$ cat config.mk
export PLATFORM = sky130hd
export DESIGN_NAME = matrix_mult_sequencer
export DESIGN_NICKNAME = d
export VERILOG_FILES = /design/src/rtl/matrix_mult_sequencer.sv
export SDC_FILE = /design/constraint.sdc
export NUM_CORES = 1
export LEC_CHECK = 0
export ABC_AREA = 0
export ABC_CLOCK_PERIOD_IN_PS = 12200
export CORE_AREA = 2 2 81 141
export CTS_CLUSTER_SIZE = 10
export DETAILED_ROUTE_END_ITERATION = 6
export DIE_AREA = 0 0 83 143
export PLACE_DENSITY = 0.85
export SYNTH_ARGS = -nofsm -noshare
export SYNTH_HDL_FRONTEND = slang
export SYNTH_SLANG_ARGS = --single-unit
$ cat constraint.sdc
create_clock -name clk -period 12.2 [get_ports clk]
set_clock_uncertainty 0.2 [all_clocks]
set_input_delay 3.66 -clock clk [delete_from_list [all_inputs] [get_ports clk]]
set_output_delay 3.66 -clock clk [all_outputs]
set_load 0.02 [all_outputs]
$ cat src/rtl/matrix_mult_sequencer.sv
`default_nettype none
// ============================================================================
// Module   : matrix_mult_sequencer
// Purpose  : Sequences an MxN by NxP matrix multiply over three BRAMs.
//            For each C element it streams one A row and one B column,
//            accumulates their dot product and writes it to C.
// Ports    : clk, rst_n       - clock, asynchronous active-low reset
//            start, abort     - run request (level), synchronous cancel
//            busy, done       - run in progress / run complete
//            a_en/a_addr/a_dout - A BRAM read port (row-major, 1-cycle latency)
//            b_en/b_addr/b_dout - B BRAM read port (column-major, 1-cycle latency)
//            c_we/c_addr/c_din  - C BRAM write port (row-major)
// Revision : 1.0 - initial release
// ============================================================================
module matrix_mult_sequencer #(
    parameter int DATA_WIDTH = 8,
    parameter int ACC_WIDTH  = 32,
    parameter int M          = 2,
    parameter int N          = 2,
    parameter int P          = 2,
    parameter int ADDR_WIDTH = 8
) (
    input  logic                  clk,
    input  logic                  rst_n,
    input  logic                  start,
    input  logic                  abort,
    output logic                  busy,
    output logic                  done,
    output logic                  a_en,
    output logic [ADDR_WIDTH-1:0] a_addr,
    input  logic [DATA_WIDTH-1:0] a_dout,
    output logic                  b_en,
    output logic [ADDR_WIDTH-1:0] b_addr,
    input  logic [DATA_WIDTH-1:0] b_dout,
    output logic                  c_we,
    output logic [ADDR_WIDTH-1:0] c_addr,
    output logic [ACC_WIDTH-1:0]  c_din
);

    // Index counters are at least one bit wide so a dimension of 1 still works.
    localparam int c_IW = (M > 1) ? $clog2(M) : 1;
    localparam int c_JW = (P > 1) ? $clog2(P) : 1;
    localparam int c_KW = (N > 1) ? $clog2(N) : 1;

    localparam logic [c_IW-1:0]       c_I_LAST = c_IW'(M - 1);
    localparam logic [c_JW-1:0]       c_J_LAST = c_JW'(P - 1);
    localparam logic [c_KW-1:0]       c_K_LAST = c_KW'(N - 1);
    localparam logic [ADDR_WIDTH-1:0] c_N_A    = ADDR_WIDTH'(N);
    localparam logic [ADDR_WIDTH-1:0] c_P_A    = ADDR_WIDTH'(P);

    localparam logic [2:0] c_ST_IDLE  = 3'd0;
    localparam logic [2:0] c_ST_RUN   = 3'd1;
    localparam logic [2:0] c_ST_LAST  = 3'd2;
    localparam logic [2:0] c_ST_WRITE = 3'd3;
    localparam logic [2:0] c_ST_DONE  = 3'd4;

    logic [2:0]            r_state, w_state_nxt;
    logic [c_IW-1:0]       r_i, w_i_nxt;
    logic [c_JW-1:0]       r_j, w_j_nxt;
    logic [c_KW-1:0]       r_k, w_k_nxt;
    logic [ACC_WIDTH-1:0]  r_acc, w_acc_nxt;
    logic [ACC_WIDTH-1:0]  w_prod;
    logic                  w_busy_nxt, w_rd_nxt, w_wr_nxt;
    logic [ADDR_WIDTH-1:0] w_a_addr_nxt, w_b_addr_nxt, w_c_addr_nxt;

    logic                  r_busy, r_done, r_a_en, r_b_en, r_c_we;
    logic [ADDR_WIDTH-1:0] r_a_addr, r_b_addr, r_c_addr;
    logic [ACC_WIDTH-1:0]  r_c_din;

    // Operands widened before the multiply: the product then wraps modulo
    // 2^ACC_WIDTH exactly as the accumulated sum does.
    assign w_prod = ACC_WIDTH'(a_dout) * ACC_WIDTH'(b_dout);

    always_comb begin
        w_state_nxt = r_state;
        w_i_nxt     = r_i;
        w_j_nxt     = r_j;
        w_k_nxt     = r_k;
        w_acc_nxt   = r_acc;
        case (r_state)
            c_ST_IDLE: begin
                if (start && !abort) begin
                    w_state_nxt = c_ST_RUN;
                    w_i_nxt     = '0;
                    w_j_nxt     = '0;
                    w_k_nxt     = '0;
                    w_acc_nxt   = '0;
                end
            end
            c_ST_RUN: begin
                // Read data arriving now belongs to k-1, so nothing to add at k=0.
                if (r_k != '0) w_acc_nxt = r_acc + w_prod;
                if (r_k == c_K_LAST) w_state_nxt = c_ST_LAST;
                else                 w_k_nxt     = r_k + c_KW'(1);
            end
            c_ST_LAST: begin
                w_acc_nxt   = r_acc + w_prod;
                w_state_nxt = c_ST_WRITE;
            end
            c_ST_WRITE: begin
                w_acc_nxt = '0;
                w_k_nxt   = '0;
                if (r_j != c_J_LAST) begin
                    w_j_nxt     = r_j + c_JW'(1);
                    w_state_nxt = c_ST_RUN;
                end else begin
                    w_j_nxt = '0;
                    if (r_i != c_I_LAST) begin
                        w_i_nxt     = r_i + c_IW'(1);
                        w_state_nxt = c_ST_RUN;
                    end else begin
                        w_i_nxt     = '0;
                        w_state_nxt = c_ST_DONE;
                    end
                end
            end
            c_ST_DONE: begin
                if (abort || !start) w_state_nxt = c_ST_IDLE;
            end
            default: w_state_nxt = c_ST_IDLE;
        endcase

        // Abort overrides everything while a run is in flight.
        if (abort && (r_state == c_ST_RUN || r_state == c_ST_LAST ||
                      r_state == c_ST_WRITE)) begin
            w_state_nxt = c_ST_IDLE;
            w_i_nxt     = '0;
            w_j_nxt     = '0;
            w_k_nxt     = '0;
            w_acc_nxt   = '0;
        end
    end

    // Outputs are registered from the next-state view so they line up with
    // the state they describe.
    assign w_busy_nxt   = (w_state_nxt == c_ST_RUN) || (w_state_nxt == c_ST_LAST) ||
                          (w_state_nxt == c_ST_WRITE);
    assign w_rd_nxt     = (w_state_nxt == c_ST_RUN);
    assign w_wr_nxt     = (w_state_nxt == c_ST_WRITE);
    assign w_a_addr_nxt = ADDR_WIDTH'(w_i_nxt) * c_N_A + ADDR_WIDTH'(w_k_nxt);
    assign w_b_addr_nxt = ADDR_WIDTH'(w_j_nxt) * c_N_A + ADDR_WIDTH'(w_k_nxt);
    assign w_c_addr_nxt = ADDR_WIDTH'(w_i_nxt) * c_P_A + ADDR_WIDTH'(w_j_nxt);

    always_ff @(posedge clk or negedge rst_n) begin
        if (!rst_n) begin
            r_state  <= c_ST_IDLE;
            r_i      <= '0;
            r_j      <= '0;
            r_k      <= '0;
            r_acc    <= '0;
            r_busy   <= 1'b0;
            r_done   <= 1'b0;
            r_a_en   <= 1'b0;
            r_b_en   <= 1'b0;
            r_c_we   <= 1'b0;
            r_a_addr <= '0;
            r_b_addr <= '0;
            r_c_addr <= '0;
            r_c_din  <= '0;
        end else begin
            r_state  <= w_state_nxt;
            r_i      <= w_i_nxt;
            r_j      <= w_j_nxt;
            r_k      <= w_k_nxt;
            r_acc    <= w_acc_nxt;
            r_busy   <= w_busy_nxt;
            r_done   <= (w_state_nxt == c_ST_DONE);
            r_a_en   <= w_rd_nxt;
            r_b_en   <= w_rd_nxt;
            r_c_we   <= w_wr_nxt;
            r_a_addr <= w_rd_nxt ? w_a_addr_nxt : '0;
            r_b_addr <= w_rd_nxt ? w_b_addr_nxt : '0;
            r_c_addr <= w_wr_nxt ? w_c_addr_nxt : '0;
            r_c_din  <= w_wr_nxt ? w_acc_nxt    : '0;
        end
    end

    assign busy   = r_busy;
    assign done   = r_done;
    assign a_en   = r_a_en;
    assign a_addr = r_a_addr;
    assign b_en   = r_b_en;
    assign b_addr = r_b_addr;
    assign c_we   = r_c_we;
    assign c_addr = r_c_addr;
    assign c_din  = r_c_din;

endmodule
`default_nettype wire

Yosys cells after proc, flatten, opt, wreduce, memory -nomap -nowiden
Index checks and enable logic that the tools add are counted.

Register bits: 83. Input port bits: 20. Output and inout bits: 61. Logic and storage cells: 67.

Add/subtract/negate cells: 7. Multiply operators: 1. Equality and inequality tests: 8. Multiplexer cells: 28. Reduce and logical (&&, ||, !) cells: 10.

Operator list (number): $mux W32 (4); $pmux W32 S4 (1); $add A32 B16 Y32 (1); $mux W3 (9); $mul A8 B8 Y16 (1); $pmux W3 S5 (1); $eq A3 B2 Y1 const B (4); $mux W1 (10); $add A2 B1 Y3 (3); $eq A3 B1 Y1 const B (2); $eq A3 B3 Y1 const B (2); $logic_or A1 B1 Y1 (5); $pmux W1 S2 (2); $add A1 B1 Y1 const B (3); $logic_not A3 Y1 (1); $pmux W1 S3 (1); $logic_and A1 B1 Y1 (2); $logic_not A1 Y1 (2).

Logic depth before layout (Yosys ltp)
Depth in word-level cells: 8. Mapped depth: 18.

Worst setup path before layout
No wires, ideal clock.

Path type: input-to-reg. Start point: in b_dout[1]. End point: reg r_acc[22]. Library setup time: 0.121 ns. Arrival: 7.720 ns. Setup slack: 4.159 ns. Stages on the path: 16. Buffers on the path: 1. Cell sequence: clkbuf_1 -> nand2_1 -> fa_1 -> inv_1 -> fa_1 -> inv_1 -> fa_1 -> fa_1 -> inv_1 -> ha_1 -> nand3_1 -> o211ai_1 -> nand4_2 -> a311oi_2 -> o21ai_1 -> a22o_1.

Cells in the longest elaborated chain, start to end: 5.

Ends and longest elaborated chain: from (decl) (RTL line 34) `input logic [DATA_WIDTH-1:0] b_dout,`; $mul A8 B8 Y16 (*) (RTL line 72) `assign w_prod = ACC_WIDTH'(a_dout) * ACC_WIDTH'(b_dout);`; $add A32 B16 Y32 (*) (RTL line 92, 97); $mux W32 (RTL line 92) `if (r_k != '0) w_acc_nxt = r_acc + w_prod;`; $pmux W32 S4 (*) (RTL line 80) `case (r_state)`; $mux W32 (*) (RTL line 124) `if (abort && (r_state == c_ST_RUN || r_state == c_ST_LAST ||`; via w_acc_nxt[22] (RTL line 61) `logic [ACC_WIDTH-1:0] r_acc, w_acc_nxt;`; to (signal assigned) (RTL line 165) `r_acc <= w_acc_nxt;`; to (decl) (RTL line 61).

Mark *: on every way through the listed nets, which the timed path passes. The rest lies on a longest branch.

Worst setup path after layout
Start point: in a_dout[0]. End point: reg r_c_din[28] (netlist: c_din[28]).

Cells in the longest elaborated chain, start to end: 6.

Ends and longest elaborated chain: from (decl) (RTL line 31) `input logic [DATA_WIDTH-1:0] a_dout,`; $mul A8 B8 Y16 (*) (RTL line 72); $add A32 B16 Y32 (*) (RTL line 92, 97); $mux W32 (RTL line 92); $pmux W32 S4 (*) (RTL line 80); $mux W32 (*) (RTL line 124); $mux W32 (*) (RTL line 174) `r_c_din <= w_wr_nxt ? w_acc_nxt : '0;`; to (signal assigned) (RTL line 174); to (decl) (RTL line 68) `logic [ACC_WIDTH-1:0] r_c_din;`.

Mark *: on every way between the ends. The rest lies on a longest branch, timed or not.

==> results by group <==
Synth
  – Synth Register Bits: 79
  – Sequential fraction of the synthesis area: 0.314
  – Main flop type after synthesis: dfrtp_1
  – Synthesis Warnings: 0
  – Area of the mapped netlist: 6290 sq um
  – Count of flip-flops with a built-in enable after synthesis: 0
  – Largest cells by area after synthesis: dfrtp_1 31%, fa_1 16%, ha_1 8.6%
  – Yosys top cell area share: 0.314
  – Synth unique cells: 64
  – Syn_area_per_cell: 9.15 sq um
  – Yosys top cell by area: dfrtp_1
  – Synth async-reset ratio: 1.00
  – Post-Syn Instances: 688

Power and ir drop
  – Pwr dens: 191 nW/um^2
  – Max IR drop VDD: 0.000107 V
  – Static Leak: 3.53 nW

Placement
  – Cell count after placement: 854
  – GPL Wtd Cong: 0.923
  – PortBufs: 62
  – Final HPWL DP: 10700 microns

Run status
  – Status: finished, final reports clean

CTS
  – Total CTS buffers: 9
  – Worst-path clk slew: 60 ps
  – H-tree levels: 3
  – Later-pin clock latency in the skew report: 340 ps
  – # clock sinks: 79
  – Hold_buf cts: 0
  – Max Buffers Root-to-Sink: 2
  – Clk root buf: clkbuf_16
  – Number of gates resized after cts: 0
  – Post-CTS Setup Repair Bufs: 0
  – CTS tree: yes

Min path
  – Hold Path Cell Cnt: 2
  – HP Start: r_acc[16]
  – Worst min path class: flop to flop
  – Worst Hold End: r_acc[16]

Worst setup path
  – Worst setup EP type: flop
  – Reg2reg setup slack: 7130 ps
  – Crit start category: input port
  – Reg2Reg Depth: 15
  – Critical path class: input port to flop
  – Critical path arrival: 8800 ps
  – Reg-to-Reg End: c_din[28]
  – R2R Path Start: r_acc[6]
  – Critical path fanouts, max: 8
  – Critical path required time: 12160 ps

Floorplanning
  – Die Wd: 83 microns
  – Initial Utilization: 0.588
  – Core area: 10700 sq um
  – Area of the die: 11900 sq um
  – Rows: 50
  – Die Ht: 143 microns
  – Num ports: 81

GRT
  – Largest net degree at the start of global routing: 80
  – Number of global-route vias before repair: 5238
  – GRT Total Usage: 0.254
  – Global-route wire length before repair: 24300 microns
  – Initial antenna violation count: 0
  – GRT Residual Overflow: 0

Routing
  – Final WL: 14000 microns
  – Wirelength per Cell: 16.1 microns
  – DR vias: 4945
  – ANT nets after route: 0
  – DR iter-0 viols: 278
  – Drt first pass iters: 7
  – Drt via density: 5.68
  – Residual DRC: 0

STA
  – Fin. Hold Viols: 0
  – Fin Setup TNS: 0 ps
  – Final setup violation count: 0
  – Hold slack: 298 ps
  – Worst Tran Pin Value: 1100 ps
  – Unrepaired setup endpoints after global routing: no
  – Max-slew headroom: 0.263
  – Max Transition Viols Final: 0
  – Final worst path period need: 8840 ps
  – Max frequency: 113 MHz
  – Ratio of final minimum period to clock period: 0.724

Cells and area
  – Layout area overhead: 14.2%
  – Finished Layout Cells: 870
  – Number of diodes: 0
  – Fin nets: 848
  – Layout cells sized above 1: 0.0514

Run
  – Max cap viols: 0
area by class of cell:
type                       instances  area (sq um)
clock inverter                     5          41.3
inverter                         112           420
timing repair buffer              64           633
fill                             803          3510
clock buffer                      11           253
multi-input combinational        469          3700
sequential                        79          1980
tap                              130           163
cells in the mapped netlist, types with 4 or more instances:
cell type / count
a21o_1: 9
a21oi_1: 26
a22o_1: 4
a22oi_1: 7
a31o_2: 4
a31oi_1: 11
and2_1: 40
buf_2: 4
buf_4: 20
clkbuf_1: 17
dfrtp_1: 79
fa_1: 50
ha_1: 43
inv_1: 111
nand2_1: 69
nand3_1: 19
nand4_1: 5
nor2_1: 44
nor3_1: 15
o211ai_1: 8
o21a_1: 4
o21ai_0: 18
or3_1: 4
xnor2_1: 11
xor2_1: 7
state kept, by name (all words and copies together), names as in the netlist:
name	flops
b_en	1
c_din	32
c_we	1
r_j	1
r_state	3
b_addr	1
done	1
r_i	1
a_addr	2
r_acc	32
r_k	1
c_addr	2
busy	1
report_power, final:
part | internal (mW) | switching [mW] | total [mW] | leakage, nW
Sequential | 0.286 | 0.0164 | 0.302 | 1.09
Combinational | 0.314 | 0.500 | 0.813 | 2.30
Clock | 0.150 | 0.109 | 0.259 | 0.138
Total | 0.750 | 0.625 | 1.37 | 3.53
cell usage in the layout, fill, tap and decap left out, types with 5 or more instances in the layout:
cell type / netlist / final
clkbuf_16: 0 / 9
xnor2_1: 11 / 11
fa_1: 50 / 50
inv_1: 111 / 111
o211ai_1: 8 / 8
nor3_1: 15 / 14
a22oi_1: 7 / 7
a31oi_1: 11 / 11
ha_1: 43 / 43
a21oi_1: 26 / 26
and2_1: 40 / 40
a21o_1: 9 / 9
nand2_1: 69 / 69
nor2_1: 44 / 44
nand4_1: 5 / 5
xor2_1: 7 / 7
nand3_1: 19 / 19
o21ai_0: 18 / 18
clkdlybuf4s50_1: 0 / 61
conb_1: 1 / 18
dfrtp_1: 79 / 79
metrics by stage:
stage	setup slack [ps]	total power, mW	instance area, sq um	utilization
6_report	3360	1.37	7190	0.672
2_1_floorplan	4160	0.930	6360	-
5_1_grt	3140	1.50	7190	0.672
3_3_place_gp	3130	1.07	6890	0.644
3_5_place_dp	3090	1.11	6890	0.644
4_1_cts	3380	1.37	7190	0.672
worst max path at each step:
stage	start	endpoint	slack (ps)
after floorplan	b_dout[1]	r_acc[22]	4160
after global placement	a_dout[0]	c_din[28]	3130
after detailed placement	a_dout[0]	c_din[28]	3090
after CTS	a_dout[0]	c_din[28]	3380
after global routing	a_dout[1]	c_din[28]	3140
final	a_dout[0]	c_din[28]	3360
cells by family after synthesis:
kind of cell	after synthesis	synth area share
fa+ha+maj	93	0.245
simple gates	217	0.170
other cells	1	0.000596
compound gates	121	0.133
buf+inv	157	0.109
mux	2	0.00318
xor+xnor	18	0.0251
flops	79	0.314
per-layer routing:
| layer | routed length (microns) | share of wire | GRT usage | vias to the layer above |
|---|---|---|---|---|
| met5 | 0 | 0 | 0 | - |
| met4 | 607 | 0.043 | 0.142 | 0 |
| met3 | 616 | 0.044 | 0.0416 | 53 |
| met2 | 7520 | 0.54 | 0.459 | 169 |
| met1 | 5230 | 0.37 | 0.281 | 2416 |
| li1 | - | - | - | 2307 |
critical path, cell delays in order:
cell and delay (ps):
clkdlybuf4s50_1 650, nand2_1 130, fa_1 530, fa_1 550
inv_1 60, fa_1 530, inv_1 60, fa_1 530
inv_1 40, ha_1 350, nand3_1 100, o211ai_1 420
nand4_2 340, a31oi_2 510, and4_1 270, nor3_1 60
(Power assumes the default switching activity.)
